--- config.mk ---
export PLATFORM = sky130hd
export DESIGN_NAME = ray_core_scheduler
export DESIGN_NICKNAME = d
export VERILOG_FILES = /design/src/rtl/ray_core_scheduler.sv
export SDC_FILE = /design/constraint.sdc
export NUM_CORES = 1
export LEC_CHECK = 0
export ABC_AREA = 1
export CAP_MARGIN = 20
export CORE_AREA = 3 3 265 267
export DETAILED_ROUTE_END_ITERATION = 16
export DIE_AREA = 0 0 268 270
export GPL_TIMING_DRIVEN = 0
export SKIP_CTS_REPAIR_TIMING = 1
export SLEW_MARGIN = 20
export SYNTH_ARGS = -nofsm -noshare
export SYNTH_HDL_FRONTEND = slang
export SYNTH_SLANG_ARGS = --single-unit
export TNS_END_PERCENT = 30
--- constraint.sdc ---
create_clock -name clk -period 5.89 [get_ports clk]
set_clock_uncertainty 0.05 [all_clocks]
set_input_delay 0.589 -clock clk [delete_from_list [all_inputs] [get_ports clk]]
set_output_delay 0.589 -clock clk [all_outputs]
set_load 0.05 [all_outputs]
--- src/rtl/ray_core_scheduler.sv ---
// ray_core_scheduler
// Launches NUM_CORES ray-generator cores for one frame and merges their
// interleaved ray streams into a single stream in strict pixel order.
// Core k produces pixels k, k+NUM_CORES, k+2*NUM_CORES, ..., so the cores
// are drained round-robin. Every pixel index is checked against the expected
// sequence, the frame is counted to completion and a done pulse is emitted.
//
// Ports:
//   clk, reset_n           clock; asynchronous reset (active-high)
//   start, abort           frame start (IDLE only) / synchronous cancel
//   image_width/height     frame dimensions, latched as a product at start
//   core_en, core_op_code  one-cycle launch pulse / constant NUM_CORES-1
//   core_valid/ready       per-core ray handshake
//   core_dir_x/y/z         flattened per-core ray directions
//   core_index             flattened per-core pixel index
//   out_valid/ready        merged ray handshake
//   out_dir_x/y/z          merged ray direction
//   out_index              pixel index of the merged ray
//   busy                   high while a frame is in flight
//   frame_done             one-cycle pulse at the end of a frame
//   seq_error              sticky index mismatch, cleared by the next start
module ray_core_scheduler #(
  parameter int NUM_CORES = 4,
  parameter int DIR_W     = 32,
  parameter int IDX_W     = 32
) (
  input  logic                       clk,
  input  logic                       reset_n,
  input  logic                       start,
  input  logic                       abort,
  input  logic [12:0]                image_width,
  input  logic [12:0]                image_height,
  output logic                       core_en,
  output logic [2:0]                 core_op_code,
  input  logic [NUM_CORES-1:0]       core_valid,
  output logic [NUM_CORES-1:0]       core_ready,
  input  logic [NUM_CORES*DIR_W-1:0] core_dir_x,
  input  logic [NUM_CORES*DIR_W-1:0] core_dir_y,
  input  logic [NUM_CORES*DIR_W-1:0] core_dir_z,
  input  logic [NUM_CORES*IDX_W-1:0] core_index,
  output logic                       out_valid,
  input  logic                       out_ready,
  output logic [DIR_W-1:0]           out_dir_x,
  output logic [DIR_W-1:0]           out_dir_y,
  output logic [DIR_W-1:0]           out_dir_z,
  output logic [IDX_W-1:0]           out_index,
  output logic                       busy,
  output logic                       frame_done,
  output logic                       seq_error
);

  localparam int SEL_W = (NUM_CORES > 1) ? $clog2(NUM_CORES) : 1;
  localparam logic [SEL_W-1:0] LAST_SEL = SEL_W'(NUM_CORES - 1);

  typedef enum logic [2:0] {IDLE, LAUNCH, MERGE, FLUSH, DONE} state_t;

  state_t            state;
  logic [SEL_W-1:0]  sel;
  logic [25:0]       expected;
  logic [25:0]       total;
  logic [25:0]       frame_total;

  logic              sel_valid;
  logic [DIR_W-1:0]  sel_dir_x;
  logic [DIR_W-1:0]  sel_dir_y;
  logic [DIR_W-1:0]  sel_dir_z;
  logic [IDX_W-1:0]  sel_index;
  logic              take_ok;
  logic              accept;
  logic              index_ok;
  logic              last_ray;

  assign frame_total  = 26'(image_width) * 26'(image_height);
  assign core_op_code = 3'(NUM_CORES - 1);
  assign busy         = (state != IDLE);

  // Select the currently scheduled core's ray. Only one core is ever
  // looked at, which is what keeps the merged stream in pixel order.
  always_comb begin
    sel_valid = 1'b0;
    sel_dir_x = '0;
    sel_dir_y = '0;
    sel_dir_z = '0;
    sel_index = '0;
    for (int k = 0; k < NUM_CORES; k++) begin
      if (sel == SEL_W'(k)) begin
        sel_valid = core_valid[k];
        sel_dir_x = core_dir_x[k*DIR_W +: DIR_W];
        sel_dir_y = core_dir_y[k*DIR_W +: DIR_W];
        sel_dir_z = core_dir_z[k*DIR_W +: DIR_W];
        sel_index = core_index[k*IDX_W +: IDX_W];
      end
    end
  end

  // The output register can take a new ray when it is empty or being
  // drained this cycle, giving full throughput without a skid buffer.
  assign take_ok = !out_valid || out_ready;

  always_comb begin
    core_ready = '0;
    if (state == MERGE) begin
      for (int k = 0; k < NUM_CORES; k++) begin
        if (sel == SEL_W'(k)) core_ready[k] = take_ok;
      end
    end
  end

  // abort wins over a simultaneous accept, so nothing is loaded that cycle.
  assign accept   = (state == MERGE) && sel_valid && take_ok && !abort;
  assign index_ok = (sel_index == IDX_W'(expected));
  assign last_ray = (expected == total - 26'd1);

  // Frame sequencer plus the merged-ray output register.
  always_ff @(posedge clk or posedge reset_n) begin
    if (reset_n) begin
      state      <= IDLE;
      sel        <= '0;
      expected   <= '0;
      total      <= '0;
      core_en    <= 1'b0;
      frame_done <= 1'b0;
      seq_error  <= 1'b0;
      out_valid  <= 1'b0;
      out_dir_x  <= '0;
      out_dir_y  <= '0;
      out_dir_z  <= '0;
      out_index  <= '0;
    end else begin
      core_en    <= 1'b0;
      frame_done <= 1'b0;
      if (abort && (state != IDLE)) begin
        state     <= IDLE;
        out_valid <= 1'b0;
      end else begin
        if (accept) begin
          out_valid <= 1'b1;
          out_dir_x <= sel_dir_x;
          out_dir_y <= sel_dir_y;
          out_dir_z <= sel_dir_z;
          // The forwarded index is always the expected one, even when
          // the core reported something else.
          out_index <= IDX_W'(expected);
        end else if (out_ready) begin
          out_valid <= 1'b0;
        end

        case (state)
          IDLE: begin
            if (start) begin
              if (frame_total == 26'd0) begin
                frame_done <= 1'b1;
              end else begin
                total     <= frame_total;
                seq_error <= 1'b0;
                expected  <= '0;
                sel       <= '0;
                core_en   <= 1'b1;
                state     <= LAUNCH;
              end
            end
          end
          LAUNCH: state <= MERGE;
          MERGE: begin
            if (accept) begin
              if (!index_ok) seq_error <= 1'b1;
              expected <= expected + 26'd1;
              sel      <= (sel == LAST_SEL) ? '0 : sel + 1'b1;
              if (last_ray) state <= FLUSH;
            end
          end
          FLUSH: begin
            if (!out_valid || out_ready) begin
              frame_done <= 1'b1;
              state      <= DONE;
            end
          end
          DONE:    state <= IDLE;
          default: state <= IDLE;
        endcase
      end
    end
  end

endmodule

# Word level (Yosys, flattened, before mapping)
# Index checks and enable logic that the tools add are counted.
# word_totals
word_cells	111
ram_bits	0
rom_bits	0
out_inout_bits	140
latch_bits	0
in_bits	547
n_memories	0
regBits	183
# classes
addsub	3
bitwise	2
n_eq_ne	17
multipliers	1
mux	58
n_reduce_logical	18
order_cmp	0
n_div	0
shift	0
# ops
op	count
$mux W32	16
$mux W26	3
$pmux W26 S2	1
$eq A32 B26 Y1	1
$add A26 B1 Y26 const B	1
$eq A26 B26 Y1	1
$logic_not A26 Y1	1
$mul A13 B13 Y26	1
$sub A26 B1 Y26 const B	1
$mux W1	23
$mux W3	6
$pmux W3 S4	1
$reduce_and A5 Y1	2
$ne A3 B3 Y1 const B	3
$mux W2	4
$ne A2 B2 Y1 const B	4
$eq A3 B2 Y1 const B	2
$ne A3 B2 Y1 const B	2
$reduce_and A6 Y1	1
$reduce_bool A3 Y1	2
$eq A2 B2 Y1 const B	2
$logic_and A1 B1 Y1	4
$mux W4	1
$pmux W1 S2	2
12 further kinds	14

# Logic depth before layout (Yosys ltp)
# Gate-level depths: netlist of the first run.
# logic_depth
word_depth	11
mapped_depth	34

# Least setup slack after synthesis of the first run
# Ideal clock, no wire load.
# synth_path
kind	input-to-reg
startpoint	input image_height[1]
endpoint	register total[4]
setup_slack_ns	0.248
n_path_buf	3
required_time_ns	5.723
cell_stages	31
arrival_time_ns	5.475
setup_ns	0.117
path_cell_list	clkbuf_1 -> nand2_1 -> inv_1 -> fa_1 -> inv_1 -> fa_1 -> inv_1 -> fa_1 -> fa_1 -> inv_1 -> fa_1 -> inv_1 -> ha_1 -> nand2_1 -> inv_1 -> a21oi_1 -> nand2_1 -> nand2_1 -> nand2_1 -> nand2_1 -> nand2_1 -> nor2_1 -> nand3_1 -> nor3_4 -> nand3_4 -> nand2_2 -> buf_6 -> nor2_8 -> buf_6 -> nand2_1 -> nand2_1
# synth_via
elab_chain_cells	4
# synth_lines
element	line	rtl
from (decl)	32	input logic [12:0] image_height,
$mul A13 B13 Y26 *	73	assign frame_total = 26'(image_width) * 26'(image_height);
$logic_not A26 Y1	151	if (frame_total == 26'd0) begin
$not A1 Y1 (no source line)	-	
$reduce_and A4 Y1 (no source line)	-	
to (signal assigned)	154	total <= frame_total;
to (decl)	60	logic [25:0] total;
# Mark *: on every way between the ends. The rest lies on a longest branch, timed or not.
# A chain may end at the register's enable or synchronous reset.

# Worst setup path in the final report of the first run
# layout_path
startpoint	input image_width[8]
endpoint	register total[9]
# layout_via
elab_chain_cells	4
# layout_lines
element	line	rtl
from (decl)	31	input logic [12:0] image_width,
$mul A13 B13 Y26 *	73	
$logic_not A26 Y1	151	
$not A1 Y1 (no source line)	-	
$reduce_and A4 Y1 (no source line)	-	
# Marked as above.

==> results.yml, run 1 <==
critical_path:
  cp-start-kind: "primary input"
  path_class: "in2reg"
  regToRegSetupSlack_ns: 1.82
  crit_start: "image_width[8]"
  r2r-start: "sel[1]"
  crit_path_frequent_cell: "nand2_1"
  worstPathArrival_ns: 5.92
  cp_slowest_stage_delay_ns: 0.54
  end_kind: "flop"
  required_ns: 6.21
  critical_path.slowest_cell: "fa_1"
  path_max_fanout: 10
cells_and_area:
  syn2layout_area_growth_pct: 48.3
  ff_latch_area_um2: 4580
  fillCellCount: 7285
  utilization_pct: 40.9
  drive_above_1_share_pct: 5.28
  multi_input_area_um2: 12200
  stdcell_area_um2: 27900
  nets: 4162
timing:
  fin_crit_sh_pct: 95.0
  maxSlewHeadroom_pct: 22.1
  setup_viol: 0
  period_needed_ns: 5.59
  drv_slew: 0
  fmaxAchievable_mhz: 179
  hold_viol: 0
  worst_slew_pin_slew_ns: 1.16
clock_network:
  cts_tree: "done"
  cts_sinks: 183
  clkTransAtPathRegs_ns: 0.08
  worst_skew_pair.late_latency_ns: 0.49
  clock_path_buffers: 2
  root_buffer: "clkbuf_16"
  cts-htree-levels: 4
  cts_buffers: 17
yosys:
  yosys-top-cells-area: "dfrtp_1 24%, nand2_1 15%, fa_1 13%, inv_1 7.8%, nor2_1 6.6%"
  synth-edff-count: 0
  seq_area_frac_synth_pct: 24.3
  synth.avg_cell_area_um2: 6.98
  yosys.area.top_type_share_pct: 24.3
  syn_area_um2: 18800
  synth.most_common_cell: "nand2_1"
  synth-compound-area-share_pct: 16.6
  yosys_warnings: 0
  yosys.area_share.xor_xnor_pct: 2.93
  synth_cell_types: 42
  synth_top_family_by_area: "simple AND/OR/NAND/NOR gates"
  synth_top_area_cell: "dfrtp_1"
  postSynth.asyncResetShare_pct: 100
  synth-simple-area-share_pct: 26.3
  synth-main-ff-cell: "dfrtp_1"
  synth_seq_cells: 183
  synth_mux_area_share_pct: 0
  synth.top_cells.by_count: "741 x nand2_1, 391 x inv_1, 332 x nor2_1, 183 x dfrtp_1, 121 x fa_1"
  postSynthCellCount: 2699
  synth_adder_area_share_pct: 18.0
die:
  rows: 96
  ios: 687
  fp.dieW_um: 268
  dieArea_um2: 72400
  die_h_um: 270
  start_util_pct: 27.5
  core_area_um2: 68300
drt:
  wl_per_cell_um: 25.3
  drc: 0
  drt-initial-drc-count: 1738
  drtPass1Iterations: 8
  routed_via_density: 5.00
  ant_nets: 0
  num_vias: 21654
  wl_mm: 109
min_path:
  hold_start: "out_dir_x[13]"
  min_path_type: "reg2reg"
job:
  maxCapViolations: 0
outcome:
  outcome: "completed"
grt:
  grt_max_degree: 67
  grt_pass1_vias: 20869
  track_usage_pct: 29.5
  grt_pass1_wl_mm: 151
  grt_overflow: 0
  antenna_found_initial: 34
placement:
  dpl-instance-area_um2: 26800
  portBuffers: 677
  place.gp.congestion: 1.03
  dp_hpwl_mm: 92.2
power_and_ir_drop:
  p_leak_nw: 13.5
  power.density_nw_per_um2: 532
  vdd.ir_drop.worst_v: 0.000363
cells in the final DEF, fill, tap and decap left out, drive strengths merged:
cell type,count
o21bai,2
and2,3
clkdlybuf4s50,652
dlymetal6s2s,23
clkinv,9
nand3,79
inv,404
clkinvlp,1
o31ai,98
o211ai,11
dfrtp,183
a31o,18
a21oi,30
xor2,51
nand2,749
conb,9
o22ai,1
nor3,18
diode,17
ha,77
or2,2
or4,1
clkbuf,109
nand4,27
buf,91
nor2,337
o21ai,100
fa,121
a211oi,96
nand3b,10
xnor2,12
a22oi,100
nor4,6
worst max-delay path, delay by kind of cell:
family	cells	cell delay, ns
buf+inv	10	0.91
fa+ha+maj	6	2.79
simple gates	16	1.60
layout make-up:
type                       count  share of cell area (%)
antenna                       17                   0.152
buffer                       166                    3.21
clock buffer                  17                    1.52
clock inverter                15                   0.632
inverter                     399                    5.39
multi-input combinational   1958                    43.7
sequential                   183                    16.4
tap                          882                    3.95
timing repair buffer         692                    25.0
registers in the layout, summed over array words and instances, names as in the netlist:
name	count
core_en	1
expected	26
frame_done	1
out_dir_x	32
out_dir_y	32
out_dir_z	32
out_index	26
out_valid	1
sel	2
seq_error	1
state	3
total	26
cells by family (layout without fill, tap and decap cells):
logic type	after synthesis	in the layout
buffers and inverters	565	1289
adders and majority gates	198	198
AOI/OAI and AO/OA	456	456
xor gates and xnor gates	63	63
other	2	26
and+or+nand+nor	1232	1232
DFF	183	183
through the flow:
stage	hold slack (ns)	std cells	worst slack, ns	TNS (ns)	power [W]
floorplan	0.412	2706	0.248	0	0.00910
global placement	0.415	4265	-2.92	-588.38	0.0130
detailed placement	0.419	4267	-1.16	-62.59	0.0130
CTS	0.436	4299	-0.635	-31.73	0.0143
global route	0.461	4321	-0.0417	-0.780	0.0161
finish	0.443	4329	0.296	0	0.0149
where the power goes:
part	switching (W)	internal, W
logic	0.00759	0.00385
clock network	0.000652	0.000574
registers	0.000421	0.00176
path summary, 6_finish.rpt:
path	cells past startpoint	to
max	32	total[9]
max in group asynchronous	4	out_dir_x[14]
min	2	out_dir_x[13]
min reg2reg	2	out_dir_x[13]
min in group asynchronous	2	out_dir_z[13]
max reg2reg	19	seq_error
layer usage:
metal | vias to the layer above | routed length (um) | GRT usage [%]
li1 | 10101 | - | -
met1 | 10309 | 43400 | 35.7
met2 | 1006 | 45400 | 43.1
met3 | 212 | 13000 | 12.9
met4 | 26 | 7460 | 17.7
met5 | - | 161 | 0
Note: power is estimated with default switching activity, not from simulation.
==> inputs of run 2 (changes only) <==
--- a/config.mk
+++ b/config.mk
@@ -11,7 +11,7 @@
 export DETAILED_ROUTE_END_ITERATION = 16
 export DIE_AREA = 0 0 268 270
 export GPL_TIMING_DRIVEN = 0
-export SKIP_CTS_REPAIR_TIMING = 1
+export SKIP_LAST_GASP = 1
 export SLEW_MARGIN = 20
 export SYNTH_ARGS = -nofsm -noshare
 export SYNTH_HDL_FRONTEND = slang
==> results.yml, run 2 (same netlist as run 1, synthesis figures left out) <==
timing:
  fmaxAchievable_mhz: 177
  worst_slack_ns: 0.240
  fin_crit_sh_pct: 95.9
  fin_hold_ws_ns: 0.442
  worst_slew_pin_slew_ns: 1.12
  maxSlewHeadroom_pct: 24.9
  period_needed_ns: 5.65
  setup_viol: 0
  drv_slew: 0
  rsz0062_at_grt: "no"
  hold_viol: 0
clock_network:
  cts_buffers: 17
  worst_skew_pair.late_latency_ns: 0.49
  cts_tree: "done"
  cts-htree-levels: 4
  cts_hold_buf: 0
  clock_path_buffers: 2
  clkTransAtPathRegs_ns: 0.08
  cts_sinks: 183
  root_buffer: "clkbuf_16"
cells_and_area:
  layout_commonest_cell: "nand2_1"
  most-common-layout-cells: "733 x nand2_1, 653 x clkdlybuf4s50_1, 390 x inv_1"
  syn2layout_area_growth_pct: 49.0
  reg_top3: "out_dir_x (32), out_dir_y (32), out_dir_z (32)"
  nets: 4167
  drive_above_1_share_pct: 5.44
  stdcell_area_um2: 28000
  utilization_pct: 41.0
grt:
  track_usage_pct: 29.6
  grt_pass1_vias: 20982
  grt_overflow: 0
  antenna_found_initial: 34
  grt_pass1_wl_mm: 152
  grt_max_degree: 67
die:
  fp.dieW_um: 268
  dieArea_um2: 72400
  rows: 96
  die_h_um: 270
  ios: 687
  start_util_pct: 27.5
  core_area_um2: 68300
drt:
  ant_nets: 0
  wl_per_cell_um: 25.3
  drt-initial-drc-count: 1666
  wl_mm: 109
  drtPass1Iterations: 5
  routed_via_density: 4.97
  num_vias: 21566
  drc: 0
critical_path:
  r2r-start: "sel[1]"
  worstPathArrival_ns: 5.97
  rr_endpoint: "seq_error"
  path_max_fanout: 10
  path_class: "in2reg"
  regToRegSetupSlack_ns: 1.84
  end_kind: "flop"
  reg2regPathDepth: 19
  critical_path.slowest_cell: "clkdlybuf4s50_1"
  cp_slowest_stage_delay_ns: 0.54
  cp-start-kind: "primary input"
  required_ns: 6.21
power_and_ir_drop:
  vdd.ir_drop.worst_v: 0.000358
  p_leak_nw: 13.5
  power.density_nw_per_um2: 535
placement:
  place_ws_ns: -1.16
  place.gp.congestion: 1.03
  dpl-instance-area_um2: 26800
  dp_hpwl_mm: 92.2
  portBuffers: 677
min_path:
  min_path_type: "reg2reg"
  whs_path_depth: 2
  hold_start: "out_dir_x[13]"
  whs_endpoint: "out_dir_x[13]"
job:
  maxCapViolations: 0
outcome:
  outcome: "completed"
[run 2: cell type report]
type	count	area, um^2
Inverter	399	1510
Sequential cell	183	4580
Clock buffer	17	425
Timing Repair Buffer	697	6980
Multi-Input combinational cell	1958	12300
Antenna cell	18	45.0
Buffer	166	965
Fill cell	7269	40300
Clock inverter	15	176
Tap cell	882	1100
[run 2: report_power, final]
part	internal [W]	switching [W]	total [W]
Clock	0.000574	0.000647	0.00122
Combinational	0.00397	0.00764	0.0116
Sequential	0.00176	0.000423	0.00218
[run 2: how the worst max path moves through the flow]
stage,start,end,slack [ns],cells after the start
3_5_place_dp,image_width[6],total[5],-1.16,28
2_1_floorplan,image_height[1],total[4],0.25,31
6_report,image_width[0],total[9],0.24,29
4_1_cts,image_width[8],total[0],0.005,32
3_3_place_gp,reset_n,out_dir_x[18],-2.92,2
5_1_grt,image_height[3],total[6],0.003,35
[run 2: critical path: cells and delay by family]
kind | cells | cell delay [ns]
AOI/OAI and AO/OA | 1 | 0.16
and+or+nand+nor | 13 | 1.25
buffers and inverters | 9 | 1.35
adders and majority gates | 6 | 2.60
[run 2: through the flow]
stage,setup TNS (ns),cells,total power [W]
final,0,4335,0.0150
after global routing,0,4326,0.0162
after CTS,0,4312,0.0147
after detailed placement,-62.59,4267,0.0130
after global placement,-588.38,4265,0.0130
after floorplan,0,2706,0.00910
[run 2: repair_timing]
| action | in CTS | in global routing |
|---|---|---|
| endpoints found under the setup margin | 59 | 59 |
| resized for setup | 100 | 69 |
| setup buffers | 13 | 4 |
| pin swaps | 8 | 3 |
[run 2: per-layer routing]
metal	up-vias	track usage [%]	part of all wire [%]
li1	10117	-	-
met1	10283	35.8	40
met2	933	42.7	41
met3	207	12.9	12
met4	26	19.3	7.3
met5	-	0	0.14
